**src/rtl/memory_access_controller.sv**
```systemverilog
// memory_access_controller: single-word load/store sequencer for memory_unit.
// Optional MEMORY_BOUNDS_CHECK_EN faults requests whose address >= ADDR_LIMIT.
`ifndef REGSIZE
`define REGSIZE 32
`endif
`ifndef MEMSIZE
`define MEMSIZE 1024
`endif

package memory_pkg;
  typedef enum logic {
    MEMORY_READ  = 1'b0,
    MEMORY_WRITE = 1'b1
  } MEMORY_FLAG_TYPE;
endpackage

module memory_access_controller
  import memory_pkg::*;
#(
  parameter int unsigned ADDR_LIMIT = `MEMSIZE
) (
  input  logic                CLOCK,
  input  logic                RESET,
  input  logic                req_valid,
  output logic                req_ready,
  input  logic                req_write,
  input  logic [`REGSIZE-1:0] req_address,
  input  logic [`REGSIZE-1:0] req_write_value,
  output logic                resp_valid,
  input  logic                resp_ready,
  output logic [`REGSIZE-1:0] resp_read_value,
  output logic                resp_error,
  output MEMORY_FLAG_TYPE     rw_flag,
  output logic [`REGSIZE-1:0] address,
  output logic [`REGSIZE-1:0] write_memory_value,
  input  logic [`REGSIZE-1:0] read_memory_value
);

  typedef enum logic [1:0] {
    IDLE,
    ACCESS,
    RESP
  } state_t;

  state_t              state;
  logic                cap_write;
  logic                cap_fault;
  logic                wr_q;
  logic [`REGSIZE-1:0] cap_address;
  logic [`REGSIZE-1:0] cap_value;
  logic                req_fault;

`ifdef MEMORY_BOUNDS_CHECK_EN
  assign req_fault =
    req_address >= `REGSIZE'(ADDR_LIMIT);
`else
  // Bounds check compiled out: never fault.
  assign req_fault =
    1'b0 & (req_address >= `REGSIZE'(ADDR_LIMIT));
`endif

  assign req_ready = (state == IDLE) && !RESET;
  assign address = cap_address;
  assign write_memory_value = cap_value;
  assign rw_flag =
    (wr_q && !RESET) ? MEMORY_WRITE : MEMORY_READ;

  always_ff @(posedge CLOCK) begin
    if (RESET) begin
      state           <= IDLE;
      cap_write       <= 1'b0;
      cap_fault       <= 1'b0;
      wr_q            <= 1'b0;
      cap_address     <= '0;
      cap_value       <= '0;
      resp_valid      <= 1'b0;
      resp_read_value <= '0;
      resp_error      <= 1'b0;
    end else begin
      unique case (state)
        IDLE: begin
          if (req_valid) begin
            cap_write   <= req_write;
            cap_fault   <= req_fault;
            cap_address <= req_address;
            cap_value   <= req_write_value;
            wr_q        <= req_write && !req_fault;
            state       <= ACCESS;
          end
        end
        ACCESS: begin
          // wr_q is high for exactly this one cycle.
          wr_q       <= 1'b0;
          resp_valid <= 1'b1;
          resp_error <= cap_fault;
          if (cap_write || cap_fault)
            resp_read_value <= '0;
          else
            resp_read_value <= read_memory_value;
          state <= RESP;
        end
        RESP: begin
          if (resp_ready) begin
            resp_valid <= 1'b0;
            state      <= IDLE;
          end
        end
        default: state <= IDLE;
      endcase
    end
  end

endmodule
```
**config.mk**
```make
export PLATFORM = sky130hd
export DESIGN_NAME = memory_access_controller
export DESIGN_NICKNAME = d
export VERILOG_FILES = /design/src/rtl/memory_access_controller.sv
export SDC_FILE = /design/constraint.sdc
export NUM_CORES = 1
export LEC_CHECK = 0
export ABC_AREA = 1
export CELL_PAD_IN_SITES_DETAIL_PLACEMENT = 0
export CELL_PAD_IN_SITES_GLOBAL_PLACEMENT = 1
export CORE_MARGIN = 5
export CORE_UTILIZATION = 27
export DETAILED_ROUTE_END_ITERATION = 7
export PLACE_DENSITY = 0.78
export SLEW_MARGIN = 25
export SYNTH_ARGS = -nofsm -noshare
export SYNTH_HDL_FRONTEND = slang
export SYNTH_SLANG_ARGS = --single-unit
export TNS_END_PERCENT = 10
```
**constraint.sdc**
```tcl
create_clock -name CLOCK -period 1.25 [get_ports CLOCK]
set_input_delay 0.25 -clock CLOCK [delete_from_list [all_inputs] [get_ports CLOCK]]
set_output_delay 0.25 -clock CLOCK [all_outputs]
set_load 0.05 [all_outputs]
```
==> results.yml, run 1 <==
worst_setup_path:
  crit_path_max_fanout: 2
  r2r_start: "state[0]$_SDFFE_PP0P_"
  cp_common_cell: "nor2_4"
  crit_path_start_kind: "flip-flop"
  required_ns: 1.00
  critical_path.cell_chain: "nor2_4, inv_2, nor2_4, buf_12"
  cp.arrival_ns: 1.08
  cp-end-kind: "output pin"
  rrSetupSlack_ns: 0.06
  crit_slowest_cell: "dfxtp_4"
  critPathMaxStageDelay_ns: 0.36
  reg2reg_depth: 6
  reg2reg_to: "address[19]$_SDFFE_PP0P_"
  crit_type: "reg -> out"
  startpoint: "state[0]$_SDFFE_PP0P_"
floorplanning:
  design.die.area_mm2: 0.0163
  top_level_ports: 201
  fp.dieW_um: 128
  coreArea_mm2: 0.0137
  rows: 43
  die_h_um: 128
  floorplan.initialDensity_pct: 27.3
logic_synthesis:
  yosys.area.top_type: "dfxtp_1"
  synthCells: 449
  yosysWarnings: 0
  syn-num-nets: 550
  synth_seq_cells: 101
  ys_types: 19
  synthTopCellsByArea: "dfxtp_1, nor2_1, o21bai_1"
  netlist.area_leader.share_pct: 54.0
  syn_area_per_cell_um2: 8.33
  synth_area_mm2: 0.00374
  synth-seq-area-share_pct: 54.0
timing:
  grt_setup_unrepaired: "yes"
  maxSlewViolCount: 0
  setup_viol: 1
  hold_ws_ns: 0.438
  final-hold-violation-count: 0
  period_minus_slack_ns: 1.33
  skew_ns: 0.00650
  fin_crit_sh_pct: 107
  fmax_mhz: 751
  setup_ws_ns: -0.0824
final_layout:
  most-common-layout-cells: "nor2_1, buf_12, dfxtp_1, clkdlybuf4s50_1, o21bai_1"
  fill_cells: 1218
  final_common_cell: "nor2_1"
  antennaDiodeCount: 0
  drive_above_1_share_pct: 22.5
  final_net_count: 746
  area_delta_synth_final_pct: 96.6
cts:
  cts_buffer_depth: 2
  cts_tree: "yes"
  insertion_delay_ns: 0.34
  cts_root_buffer: "clkbuf_16"
  cts_sinks: 101
  htree_levels: 3
  cts-buffers-inserted: 9
  clkSlewWorstSetupHoldPaths_ns: 0.07
power_and_ir_drop:
  max-vdd-ir-drop_mv: 0.934
  powerDensity_mw_per_mm2: 1280
  switching_power_uw: 2900
  clockPowerShare_pct: 29.6
  p_int_uw: 6550
  p_total_uw: 9450
  power.leakage_uw: 0.00293
  power_frac_seq_pct: 39.4
  combPwrFrac_pct: 31.0
  p_sw_share_pct: 30.7
place:
  post-dp-hpwl_um: 8900
  pre_cts_ws_ns: -0.206
  gp_congestion: 0.711
  io_buffers: 199
global_routing:
  antenna_found_initial: 0
  grt.overflow.total: 0
  grt_pass1_wl_um: 18500
  grt_pass1_vias: 3619
  grt_max_degree: 52
  grtUsageTotal_pct: 14.3
detailed_routing:
  via_per_inst: 4.39
  drt-pass1-iter-count: 4
  drc: 0
  wl_per_cell_um: 14.6
  drtIter0Drc: 150
  vias: 3645
  wirelength_um: 12100
  drtAntennaViolNets: 0
outcome:
  violations: "negative setup slack"
  status: "finished with violations"
min_path:
  hold_path_depth: 3
  min-delay-start: "RESET"
  holdPathEnd: "resp_valid$_SDFFE_PP0P_"
  hp-class: "in -> reg"
run:
  maxCapViolCount: 0
-- critical path: cells and delay by family (launching register included) --
kind,cells,cell delay (ns)
and+or+nand+nor,2,0.19
buffers and inverters,2,0.19
DFF,1,0.36
-- Yosys cell counts --
cell type	instances
buf_6	2
nand3b_1	1
conb_1	1
clkbuf_1	10
nand2_4	1
o21bai_1	64
nor2_4	2
nand3_1	33
dfxtp_1	101
nor2_1	133
inv_2	2
inv_1	5
a21oi_1	36
nand2_2	1
nand2_1	33
buf_4	7
buf_1	3
o21ai_0	2
buf_2	12
-- per-layer routing --
metal | vias up | part of all wire [%] | global-route usage (%)
met5 | - | 0 | 0
met4 | 0 | 2.4 | 5.74
met3 | 20 | 9.0 | 6.17
met2 | 125 | 50 | 23.9
met1 | 1652 | 39 | 16.0
li1 | 1848 | - | -
-- state kept, by name, summed over array words and instances, names as in the netlist --
| name | flops |
|---|---|
| address | 32 |
| resp_read_value | 32 |
| write_memory_value | 32 |
| state | 2 |
| cap_write | 1 |
| resp_valid | 1 |
| wr_q | 1 |
-- power by group through the flow --
stage	Clock, uW	Sequential, uW	Combinational [uW]
after floorplan	0	4480	589
after global placement	0	3790	2870
after detailed placement	0	3800	2900
after CTS	2920	3720	2920
after global routing	3070	3750	3080
final	2800	3720	2930
-- metrics by stage --
| stage | utilization [%] | setup TNS, ns | instances | cell area, um2 |
|---|---|---|---|---|
| 6_report | 53.6 | -0.0824 | 830 | 7360 |
| 5_1_grt | 53.6 | -0.174 | 830 | 7360 |
| 4_1_cts | 53.2 | -0.137 | 828 | 7290 |
| 3_5_place_dp | 50.7 | -11.18 | 810 | 6960 |
| 3_3_place_gp | 50.7 | -9.06 | 810 | 6960 |
| 2_1_floorplan | - | -0.122 | 449 | 3750 |
-- how the worst max path moves through the flow --
| stage | to | slack (ns) |
|---|---|---|
| global placement | address[10]$_SDFFE_PP0P_ | -0.19 |
| global route | req_ready | -0.13 |
| finish | req_ready | -0.08 |
| detailed placement | address[15]$_SDFFE_PP0P_ | -0.21 |
| CTS | req_ready | -0.14 |
| floorplan | req_ready | -0.06 |
-- kinds of logic after synthesis --
logic type             Yosys count  synth area share, %
buffers and inverters           41                 5.62
other                            1                0.100
AND/OR/NAND/NOR                204                 22.3
flip-flops                     101                 54.0
AO/OA/AOI/OAI                  102                 17.9
-- cell type report --
| cell class | instances | area (um2) | area share [%] |
|---|---|---|---|
| repair buffers | 219 | 3250 | 44.2 |
| flip-flops and latches | 101 | 2030 | 27.6 |
| multi-input cells | 307 | 1520 | 20.7 |
| clock buffers | 11 | 243 | 3.30 |
| well taps | 180 | 225 | 3.06 |
| clock inverters | 5 | 60.1 | 0.816 |
| inverters | 7 | 31.3 | 0.425 |
-- timing repair --
item                                    in CTS  in global routing
endpoints found under the setup margin       2                 58
gates cloned                                 0                  2
pin swaps                                    2                  2
resized for setup                            5                  5
buffers inserted                             2                  0
hold buffers                                 0                  0
Power figures use the tool's default switching activity.
==> run 2: changes to the inputs <==
Settings changed: REMOVE_ABC_BUFFERS set to 1.
==> run 2 against run 1 <==
Effect of this change: the run still ends with negative setup slack left; design area up 1.6%; combinational power is 3% higher; critical path depth stayed put; core utilization rose by 0.87 points; die area unchanged; critical endpoint unchanged; sequential share of layout area fell by 0.44 points; non-clock buffer count increased by 1; register-to-register slack got worse by 0.06 ns; global-route usage rose by 0.86 points; count of clock-buffer cells in the layout stayed put; largest cell class unchanged; sequential cell count unchanged; critical path type unchanged; routed wire length rose by 7.6%.
==> results.yml, run 2 (synthesis results as in run 1) <==
outcome:
  violations: "negative setup slack"
  status: "finished with violations"
final_layout:
  most-common-layout-cells: "nor2_1, buf_12, dfxtp_1, clkdlybuf4s50_1, o21bai_1"
  area_delta_synth_final_pct: 99.7
  final_common_cell: "nor2_1"
  drive_above_1_share_pct: 25.8
  fin_util_pct: 54.5
  final_net_count: 747
  antennaDiodeCount: 0
global_routing:
  antenna_found_initial: 0
  grt_pass1_vias: 3837
  grtUsageTotal_pct: 15.1
  grt.overflow.total: 0
  grt_pass1_wl_um: 19700
  grt_max_degree: 56
floorplanning:
  rows: 43
  fp.dieW_um: 128
  design.die.area_mm2: 0.0163
  coreArea_mm2: 0.0137
  floorplan.initialDensity_pct: 27.3
  die_h_um: 128
  top_level_ports: 201
detailed_routing:
  wl_per_cell_um: 15.7
  drtAntennaViolNets: 0
  drc: 0
  drtIter0Drc: 184
  wirelength_um: 13100
  via_per_inst: 4.53
  vias: 3763
  drt-pass1-iter-count: 5
timing:
  fin_crit_sh_pct: 108
  setup_ws_ns: -0.0983
  period_minus_slack_ns: 1.35
  skew_ns: 0.00586
  setup_viol: 1
  grt_setup_unrepaired: "yes"
  maxSlewViolCount: 0
  fmax_mhz: 742
  tns_ns: -0.0983
  hold_ws_ns: 0.372
  final-hold-violation-count: 0
power_and_ir_drop:
  clockPowerShare_pct: 28.0
  max-vdd-ir-drop_mv: 0.790
  powerDensity_mw_per_mm2: 1260
  p_sw_share_pct: 32.0
  p_total_uw: 9400
  switching_power_uw: 3000
  power.leakage_uw: 0.00295
  p_int_uw: 6390
  power_frac_seq_pct: 39.7
  combPwrFrac_pct: 32.2
run:
  maxCapViolCount: 0
cts:
  postCtsHoldBufs: 0
  clkSlewWorstSetupHoldPaths_ns: 0.06
  cts_buffer_depth: 2
  cts_sinks: 101
  insertion_delay_ns: 0.35
  cts-buffers-inserted: 9
  cts_root_buffer: "clkbuf_16"
  cts_tree: "yes"
  htree_levels: 3
worst_setup_path:
  reg2reg_depth: 7
  crit_slowest_cell: "dfxtp_4"
  r2r_start: "state[0]$_SDFFE_PP0P_"
  cp-end-kind: "output pin"
  crit_path_start_kind: "flip-flop"
  reg2reg_to: "write_memory_value[5]$_SDFFE_PP0P_"
  rrSetupSlack_ns: 0
  worst-path-buf-inv: 2
  startpoint: "state[0]$_SDFFE_PP0P_"
  cp.arrival_ns: 1.10
  critPathTopFamily: "flip-flops"
  crit_path_max_fanout: 4
  crit_type: "reg -> out"
  required_ns: 1.00
  critPathMaxStageDelay_ns: 0.36
  critical_path.cell_chain: "nor2_4, inv_1, nor2_2, buf_6"
place:
  post-dp-hpwl_um: 9430
  gp_congestion: 0.767
  pre_cts_ws_ns: -0.238
  io_buffers: 199
min_path:
  holdPathEnd: "write_memory_value[27]$_SDFFE_PP0P_"
  min-delay-start: "RESET"
  hp-class: "in -> reg"
  hold_path_depth: 3
run 2: what timing repair did:
item	CTS	global route
pin swaps	1	2
setup buffers	1	1
resized for setup	3	37
endpoints found under the setup margin	2	62
gates cloned	0	3
run 2: final cells by class:
type                    instances  area [um2]
fillers                      1182        6240
repair buffers                220        3280
multi-input cells             307        1620
clock inverters                 5        36.3
flip-flops and latches        101        2030
clock buffers                  11         243
well taps                     180         225
inverters                       7        38.8
run 2: tightest hold or removal path: cells and delay by family:
kind	cells	cell delay, ns
AO/OA/AOI/OAI	1	0.15
buffers and inverters	1	0.23
AND/OR/NAND/NOR	1	0.04
run 2: per-layer routing:
layer	track usage, %	share of wire (%)
met5	0	0
met4	6.43	3.1
met3	4.63	6.3
met2	26.9	52
met1	16.6	39
run 2: how the worst max path moves through the flow:
stage                              endpoint  slack (ns)  cells after the start
finish                            req_ready        -0.1                      4
global route                      req_ready       -0.15                      4
CTS                               req_ready       -0.16                      4
detailed placement  address[9]$_SDFFE_PP0P_       -0.24                      6
global placement    address[1]$_SDFFE_PP0P_       -0.20                      6
floorplan           address[0]$_SDFFE_PP0P_       -0.43                      5
run 2: per-stage QoR:
stage / std cells / cell area [um2]
2_1_floorplan: 415 / 3560
3_3_place_gp: 810 / 6940
3_5_place_dp: 810 / 6940
4_1_cts: 827 / 7240
5_1_grt: 831 / 7470
6_report: 831 / 7470
run 2: power groups by stage:
| stage | sequential [uW] | combinational (uW) | clock [uW] |
|---|---|---|---|
| after global routing | 3760 | 3180 | 2860 |
| after detailed placement | 3800 | 2910 | 0 |
| after global placement | 3790 | 2870 | 0 |
| after CTS | 3730 | 2920 | 2710 |
| after floorplan | 4480 | 493 | 0 |
| final | 3730 | 3030 | 2640 |
